$ cat src/rtl/alu_sched_pkg.sv
`default_nettype none
// ============================================================================
//  Module      : alu_sched_pkg
//  Description : Shared types and constants for the ALU operation scheduler:
//                FSM state encoding, ALU function codes of interest, the
//                execution counter width and an execution-latency helper.
//  Revision    : 1.0 - initial release
// ============================================================================
package alu_sched_pkg;

    // Scheduler FSM states; only one operation is ever in flight
    typedef enum logic [1:0] {
        ST_IDLE = 2'd0,
        ST_EXEC = 2'd1,
        ST_RESP = 2'd2
    } state_e;

    // ALU function codes the scheduler needs to know about
    localparam logic [3:0] F_MUL   = 4'b0111;
    localparam logic [3:0] F_SLT   = 4'b1000;
    localparam logic [3:0] F_SHIFT = 4'b1010;

    // Execution counter width; large enough for a multiply latency of 15
    localparam int CNT_W = 4;

    // Number of EXEC cycles an operation with function code f occupies
    function automatic logic [CNT_W-1:0] exec_lat(input logic [3:0]       f,
                                                  input logic [CNT_W-1:0] mul_lat);
        return (f == F_MUL) ? mul_lat : CNT_W'(1);
    endfunction

endpackage
`default_nettype wire

$ cat src/rtl/alu_op_sched_rr_arb2.sv
`default_nettype none
// ============================================================================
//  Module      : rr_arb2
//  Description : Two-input arbiter producing a one-hot grant. A lone valid
//                requester is always granted. With both valid, the requester
//                named by the pointer wins (round-robin), or, when the macro
//                ALU_SCHED_PRIO_EN is defined, requester 0 always wins and the
//                pointer is ignored.
//  Revision    : 1.0 - initial release
// ============================================================================
module rr_arb2 (
    input  logic [1:0] valid_i,
    input  logic       ptr_i,
    output logic [1:0] grant_o
);

`ifdef ALU_SCHED_PRIO_EN
    // Pointer has no role in fixed-priority mode
    logic w_unused_ptr;
    assign w_unused_ptr = ptr_i;

    // Fixed priority: requester 0 beats requester 1
    always_comb begin
        grant_o = 2'b00;
        if (valid_i[0]) begin
            grant_o = 2'b01;
        end else if (valid_i[1]) begin
            grant_o = 2'b10;
        end
    end
`else
    // Round-robin: contention resolved in favour of the pointer side
    always_comb begin
        grant_o = 2'b00;
        case (valid_i)
            2'b01:   grant_o = 2'b01;
            2'b10:   grant_o = 2'b10;
            2'b11:   grant_o = ptr_i ? 2'b10 : 2'b01;
            default: grant_o = 2'b00;
        endcase
    end
`endif

endmodule
`default_nettype wire

$ cat src/rtl/alu_op_sched.sv
`default_nettype none
// ============================================================================
//  Module      : alu_op_sched
//  Description : Schedules operations from two requesters onto one external
//                combinational ALU. Accepts one operation at a time, drives
//                registered operands to the ALU for a function-dependent
//                number of cycles, captures the result and holds it until the
//                response handshake completes.
//                Optional macro ALU_SCHED_PRIO_EN selects fixed-priority
//                arbitration (requester 0 wins) instead of round-robin.
//  Revision    : 1.0 - initial release
// ============================================================================
module alu_op_sched
    import alu_sched_pkg::*;
#(
    parameter int unsigned MUL_LAT = 2
) (
    input  logic        clk,
    input  logic        rst,

    input  logic        req0_valid,
    output logic        req0_ready,
    input  logic [31:0] req0_a,
    input  logic [31:0] req0_b,
    input  logic [3:0]  req0_f,
    input  logic [2:0]  req0_sf,

    input  logic        req1_valid,
    output logic        req1_ready,
    input  logic [31:0] req1_a,
    input  logic [31:0] req1_b,
    input  logic [3:0]  req1_f,
    input  logic [2:0]  req1_sf,

    output logic [31:0] alu_a,
    output logic [31:0] alu_b,
    output logic [3:0]  alu_f,
    output logic [2:0]  alu_sf,
    input  logic [31:0] alu_y,

    output logic        rsp_valid,
    input  logic        rsp_ready,
    output logic        rsp_id,
    output logic [31:0] rsp_y
);

    localparam logic [CNT_W-1:0] c_mul_lat = CNT_W'(MUL_LAT);

    state_e             state_q, state_d;
    logic               ptr_q, ptr_d;
    logic [CNT_W-1:0]   cnt_q, cnt_d;
    logic [31:0]        alu_a_q, alu_a_d;
    logic [31:0]        alu_b_q, alu_b_d;
    logic [3:0]         alu_f_q, alu_f_d;
    logic [2:0]         alu_sf_q, alu_sf_d;
    logic [31:0]        rsp_y_q, rsp_y_d;
    logic               rsp_valid_q, rsp_valid_d;
    logic               rsp_id_q, rsp_id_d;

    logic [1:0]         w_grant;
    logic               w_idle;
    logic               w_sel;

    rr_arb2 u_arb (
        .valid_i (({req1_valid, req0_valid})),
        .ptr_i   (ptr_q),
        .grant_o (w_grant)
    );

    // Ready only reflects the grant while idle; forced low in the reset cycle
    assign w_idle     = (state_q == ST_IDLE);
    assign req0_ready = w_idle & w_grant[0] & ~rst;
    assign req1_ready = w_idle & w_grant[1] & ~rst;
    assign w_sel      = w_grant[1];

    // Next-state logic: accept, count down execution, hold response
    always_comb begin
        state_d     = state_q;
        ptr_d       = ptr_q;
        cnt_d       = cnt_q;
        alu_a_d     = alu_a_q;
        alu_b_d     = alu_b_q;
        alu_f_d     = alu_f_q;
        alu_sf_d    = alu_sf_q;
        rsp_y_d     = rsp_y_q;
        rsp_valid_d = rsp_valid_q;
        rsp_id_d    = rsp_id_q;

        case (state_q)
            ST_IDLE: begin
                if (|w_grant) begin
                    alu_a_d  = w_sel ? req1_a  : req0_a;
                    alu_b_d  = w_sel ? req1_b  : req0_b;
                    alu_f_d  = w_sel ? req1_f  : req0_f;
                    alu_sf_d = w_sel ? req1_sf : req0_sf;
                    rsp_id_d = w_sel;
                    cnt_d    = exec_lat(w_sel ? req1_f : req0_f, c_mul_lat);
`ifndef ALU_SCHED_PRIO_EN
                    ptr_d    = ~w_sel;
`endif
                    state_d  = ST_EXEC;
                end
            end
            ST_EXEC: begin
                // A count of 0 cannot occur here but is treated as done
                if (cnt_q <= CNT_W'(1)) begin
                    rsp_y_d     = alu_y;
                    rsp_valid_d = 1'b1;
                    cnt_d       = '0;
                    state_d     = ST_RESP;
                end else begin
                    cnt_d = cnt_q - CNT_W'(1);
                end
            end
            ST_RESP: begin
                if (rsp_ready) begin
                    rsp_valid_d = 1'b0;
                    state_d     = ST_IDLE;
                end
            end
            default: begin
                state_d = ST_IDLE;
            end
        endcase
    end

    // State register with synchronous reset discarding any in-flight operation
    always_ff @(posedge clk) begin
        if (rst) begin
            state_q     <= ST_IDLE;
            ptr_q       <= 1'b0;
            cnt_q       <= '0;
            alu_a_q     <= '0;
            alu_b_q     <= '0;
            alu_f_q     <= '0;
            alu_sf_q    <= '0;
            rsp_y_q     <= '0;
            rsp_valid_q <= 1'b0;
            rsp_id_q    <= 1'b0;
        end else begin
            state_q     <= state_d;
            ptr_q       <= ptr_d;
            cnt_q       <= cnt_d;
            alu_a_q     <= alu_a_d;
            alu_b_q     <= alu_b_d;
            alu_f_q     <= alu_f_d;
            alu_sf_q    <= alu_sf_d;
            rsp_y_q     <= rsp_y_d;
            rsp_valid_q <= rsp_valid_d;
            rsp_id_q    <= rsp_id_d;
        end
    end

    assign alu_a     = alu_a_q;
    assign alu_b     = alu_b_q;
    assign alu_f     = alu_f_q;
    assign alu_sf    = alu_sf_q;
    assign rsp_valid = rsp_valid_q;
    assign rsp_id    = rsp_id_q;
    assign rsp_y     = rsp_y_q;

endmodule
`default_nettype wire

$ cat config.mk
export PLATFORM = sky130hd
export DESIGN_NAME = alu_op_sched
export DESIGN_NICKNAME = d
export VERILOG_FILES = /design/src/rtl/alu_sched_pkg.sv /design/src/rtl/alu_op_sched_rr_arb2.sv /design/src/rtl/alu_op_sched.sv
export SDC_FILE = /design/constraint.sdc
export NUM_CORES = 1
export LEC_CHECK = 0
export ABC_AREA = 1
export BUFFER_PORTS_ARGS = -buffer_cell sky130_fd_sc_hd__buf_2
export CORE_MARGIN = 8
export CORE_UTILIZATION = 47
export CTS_BUF_LIST = sky130_fd_sc_hd__clkbuf_2
export DETAILED_ROUTE_END_ITERATION = 12
export PLACE_DENSITY_LB_ADDON = 0.15
export REMOVE_ABC_BUFFERS = 1
export SLEW_MARGIN = 20
export SYNTH_ARGS = -nofsm -noshare
export SYNTH_HDL_FRONTEND = slang
export SYNTH_SLANG_ARGS = --single-unit
$ cat constraint.sdc
create_clock -name clk -period 2.5 [get_ports clk]
set_clock_uncertainty 0.05 [all_clocks]
set_input_delay 0.125 -clock clk [delete_from_list [all_inputs] [get_ports clk]]
set_output_delay 0.125 -clock clk [all_outputs]
set_load 0.01 [all_outputs]
Word level (Yosys, flattened, before mapping):

Cells that the tools add are included.
W data, S select, Z words.

* latch bits: 0
* bits in registers: 112
* logic and storage cells: 53
* output and inout bits: 107
* RAM bits: 0
* ROM bits: 0
* memories: 0

* divide/modulo/power cells: 0
* $mul: 0
* bitwise logic cells: 6
* mux-type cells: 17
* reduce and logical (&&, ||, !) cells: 9
* equal/unequal tests: 9
* add/sub/neg operators: 1
* order comparisons: 1
* shift-type cells: 0

Operators with widths (count)
* $mux W32: 2
* $mux W4: 3
* $pmux W2 S3: 2
* $mux W2: 5
* $pmux W4 S2: 1
* $eq A2 B2 Y1 const B: 3
* $reduce_and A2 Y1: 3
* $reduce_and A3 Y1: 2
* $and A1 B1 Y1: 4
* $eq A2 B1 Y1 const B: 2
* $eq A4 B3 Y1 const B: 1
* $le A4 B1 Y1 const B: 1
* $ne A2 B2 Y1 const B: 2
* $reduce_bool A2 Y1: 2
* $sub A4 B1 Y4 const B: 1
* $mux W3: 1
* $logic_not A2 Y1: 1
* $mux W1: 2
* $ne A2 B1 Y1 const B: 1
* $not A1 Y1: 2
* $pmux W1 S2: 1
* $reduce_or A2 Y1: 1

Depth between registers and ports, before layout:

* depth after elaboration: 7
* depth in mapped cells: 10
* depth with buffers taken out: 9

Modules after synthesis:

Synthesis repeated with hierarchy kept, for this count alone.

* cell total of the unflattened synthesis: 619
* area total of the unflattened synthesis: 4558.1 sq um

By module, submodules not included
* alu_op_sched: cells an instance 614, times used 1, area an instance 4538.1 sq um
* rr_arb2: cells an instance 5, times used 1, area an instance 20.0 sq um

Least setup slack after synthesis:

No wires, ideal clock.

* path kind: register -> output
* start: reg state_q[1]
* end: out req1_ready
* stages on the path, launching flop included: 7
* arrival time: 1.274 ns
* path buffers: 1
* setup slack: 1.051 ns
* path through: dfxtp_1 > nor3_4 > inv_2 > nor2_4 > buf_4 > nand2_1 > inv_1

* longest elaborated chain between the ends: 3

RTL lines
* start, declared: RTL line alu_op_sched.sv:49 `state_e state_q, state_d;`
* start signal, assigned: RTL line alu_op_sched.sv:141 `state_q <= state_d;`
* $logic_not A2 Y1: RTL line alu_op_sched.sv:71 `assign w_idle = (state_q == ST_IDLE);`
* $and A1 B1 Y1 (2 in series): RTL line alu_op_sched.sv:73 `assign req1_ready = w_idle & w_grant[1] & ~rst;`
* end, declared: RTL line alu_op_sched.sv:29 `output logic req1_ready,`

Every way passes these cells.

Final worst setup path:

* start: reg ptr_q
* end: reg alu_b_q[18], in the netlist alu_b[18]

* longest elaborated chain between the ends: 4
* elaborated cells on any way between the ends: 5
* those cells by class: mux: 3; reduce/logical: 2

RTL lines
* start, declared: RTL line alu_op_sched.sv:50 `logic ptr_q, ptr_d;`
* start signal, assigned: RTL line alu_op_sched.sv:142 `ptr_q <= ptr_d;`
* $mux W2 (*): RTL line alu_op_sched_rr_arb2.sv:38 `2'b11: grant_o = ptr_i ? 2'b10 : 2'b01;`
* $pmux W2 S3 (*): RTL line alu_op_sched_rr_arb2.sv:35 `case (valid_i)`
* $reduce_or A2 Y1: RTL line alu_op_sched.sv:91 `if (|w_grant) begin`
* $reduce_and A2 Y1 (no source line)
* end signal, assigned: RTL line alu_op_sched.sv:145 `alu_b_q <= alu_b_d;`
* end, declared: RTL line alu_op_sched.sv:53 `logic [31:0] alu_b_q, alu_b_d;`

Every way passes the cells marked *; elsewhere a longest branch is shown, timed or not.
A chain may end at the register's enable or synchronous reset.

==> out/qor.yml <==
numClockSinks: 112
clk_latency_ps: 570
drc: 0
cp_data_required_time_ps: 3020
die-area_um2: 12910
dp.cells: 989
design_area_um2: 8058
yosysWarnings: 0
initial_core_util_pct: 48.46
place_area_um2: 6002
grt_pass1_vias: 7006
ys_seq_elements: 112
layout-drive-gt1-share_pct: 31.19
overflow: 0
p_leak_nw: 4.121
critPathMaxStageDelay_ps: 610
hold_violations: 0
yosysUniqueCellTypes: 23
hold_path.class: "in2reg"
cp-end-kind: "register"
antenna_found_initial: 1
clock.fmax_ghz: 0.4214
core_um2: 9240
power_switching_mw: 2.053
wl_per_cell_um: 19.83
syn-cell-area_um2: 4478
finalCritPeriodShare_pct: 94.92
critical-path-top-delay-family: "buffers and inverters"
setup_violations: 0
rsz0062_at_grt: "false"
track_usage_pct: 34.96
root_buffer: "clkbuf_2"
clock_path_buffers: 2
fp.dieW_um: 113.6
drv_cap: 0
worst-slew-pin-transition_ps: 488.7
synthFlopType: "dfxtp_1"
syn_avg_cell_area_um2: 7.439
utilization_pct: 87.20
numCtsBuffers: 9
cp-start-kind: "register"
first_iter_violations: 776
relSlewSlack_pct: 67.42
cp.arrival_ps: 2890
period_minus_slack_ps: 2373
totalWireLength_um: 23820
peakVddDrop_uv: 452.5
path_buf_inv: 3
drv_slew: 0
antenna_left: 0
hold_path_depth: 8
swShare_pct: 37.70
synth_top_cells_by_area: "dfxtp_1, nor2_1, nand2_1"
run_status: "finished clean"
synth_top_area_share_pct: 50.07
gp_congestion: 0.8233
r2r-start: "ptr_q$_SDFFE_PP0P_"
yosysSeqAreaShare_pct: 50.07
rows: 35
cts_tree: "done"
drtPass1Iterations: 6
mostFrequentLayoutCells: "buf_2, dlygate4sd3_1, nor2_1, nand2_1, dfxtp_1"
viasPerCell: 5.594
stdcell_count: 1201
async_flop_share_pct: 0
grt_max_degree: 54
yosys.area.top_type: "dfxtp_1"
r2r_slack_ps: 130
hold_end: "cnt_q[1]$_SDFFE_PP0P_"
final_common_cell: "buf_2"
place_hpwl_um: 12830
top_level_ports: 286
worst-setup-path-type: "reg2reg"
synth_edf_count: 0
clk_pin_slew_ps: 320
cellPowerDensity_nw_per_um2: 675.8
path_common_cell: "dlygate4sd3_1"
htreeDepth: 3
reg2reg_depth: 6
setup_tns_ps: 0
io_buffers: 285
area_growth_pct: 79.94
holdCritStartpoint: "req1_f[3]"
pwr-share-seq_pct: 43.7
whs_ps: 22.60
combPwrFrac_pct: 40.7
intPower_mw: 3.393
cp_cell_sequence: "o21ai_4, buf_12, nor2_1, dlygate4sd3_1, o31ai_1, dlygate4sd3_1"
cp_max_fo: 17
vias: 6718
fin_nets: 1247
synthCells: 602
die_y_um: 113.6
slowest_stage: "dlygate4sd3_1"
pwr-share-clk_pct: 15.5
r2r_end: "alu_b[18]$_SDFFE_PP0P_"
grt_pass1_wl_um: 36270
[cells by family after synthesis]
family / after synthesis / share of synthesized area, %
flip-flops: 112 / 50.07
adder cells (fa/ha/maj): 2 / 0.5587
AO/OA/AOI/OAI: 100 / 13.61
buffers and inverters: 59 / 5.812
AND/OR/NAND/NOR: 329 / 29.95
[power by group through the flow]
stage | Sequential [mW] | Combinational, mW | Clock, mW
2_1_floorplan | 2.53 | 0.670 | 0
3_3_place_gp | 2.36 | 1.60 | 0
3_5_place_dp | 2.38 | 1.64 | 0
6_report | 2.38 | 2.22 | 0.845
5_1_grt | 2.41 | 2.38 | 0.913
4_1_cts | 2.34 | 2.05 | 0.822
[area by class of cell]
type | count | area (µm²)
clock buffers | 11 | 55.05
fillers | 455 | 1182
repair buffers | 492 | 3466
diodes | 1 | 2.502
well taps | 129 | 161.4
clock inverters | 5 | 57.56
flip-flops and latches | 112 | 2242
multi-input cells | 431 | 1994
inverters | 20 | 78.83
[metal layers]
| layer | up-vias | routed length [µm] | GRT usage (%) |
|---|---|---|---|
| met5 | - | 0 | 0 |
| met4 | 0 | 1555 | 22.02 |
| met3 | 157 | 2736 | 12.20 |
| met2 | 551 | 11470 | 59.33 |
| met1 | 3100 | 8060 | 36.33 |
| li1 | 2910 | - | - |
[Yosys cell counts, types with 3 or more instances]
cell and number:
a21oi_1 7, a31oi_1 20, clkbuf_1 21, nor3_1 3
nand3_1 58, dfxtp_1 112, nand2_1 130, buf_2 13
o21ai_0 41, inv_1 16, o31ai_1 31, nor2_1 132
[metrics by stage]
stage          total power [mW]  setup WS (ps)
2_1_floorplan             3.198          -1953
3_3_place_gp              3.960          732.3
3_5_place_dp              4.018          635.2
4_1_cts                   5.216          43.26
5_1_grt                   5.706          2.717
6_report                  5.445          127.1
[worst reg2reg max path, stage by stage (launching register included)]
cell	delay (ps)
dfxtp_1	430
o21ai_4	170
buf_12	170
nor2_1	50
dlygate4sd3_1	580
o31ai_1	320
dlygate4sd3_1	610
[what timing repair did]
item / 4_1_cts / 5_1_grt
resized for setup: 0 / 1
setup buffers: 0 / 11
hold buffers: 184 / 0
endpoints found under the hold margin: 109 / 0
setup endpoints to repair: 0 / 30
[how the worst max path moves through the flow]
stage / slack, ps / cells past startpoint / startpoint / end
finish: 130 / 6 / ptr_q$_SDFFE_PP0P_ / alu_b[18]$_SDFFE_PP0P_
global route: 3 / 5 / state_q[1]$_SDFFE_PP0P_ / req0_ready
CTS: 40 / 5 / state_q[1]$_SDFFE_PP0P_ / req0_ready
detailed placement: 640 / 6 / state_q[1]$_SDFFE_PP0P_ / alu_b[6]$_SDFFE_PP0P_
global placement: 730 / 6 / state_q[1]$_SDFFE_PP0P_ / alu_b[17]$_SDFFE_PP0P_
floorplan: -1950 / 4 / ptr_q$_SDFFE_PP0P_ / req1_ready
[state kept, by name (all words and copies together), names as in the netlist]
register / flops
alu_a: 32
alu_b: 32
rsp_y: 32
alu_f: 4
cnt_q: 4
alu_sf: 3
state_q: 2
ptr_q: 1
rsp_id: 1
rsp_valid: 1
Power figures use the tool's default switching activity.
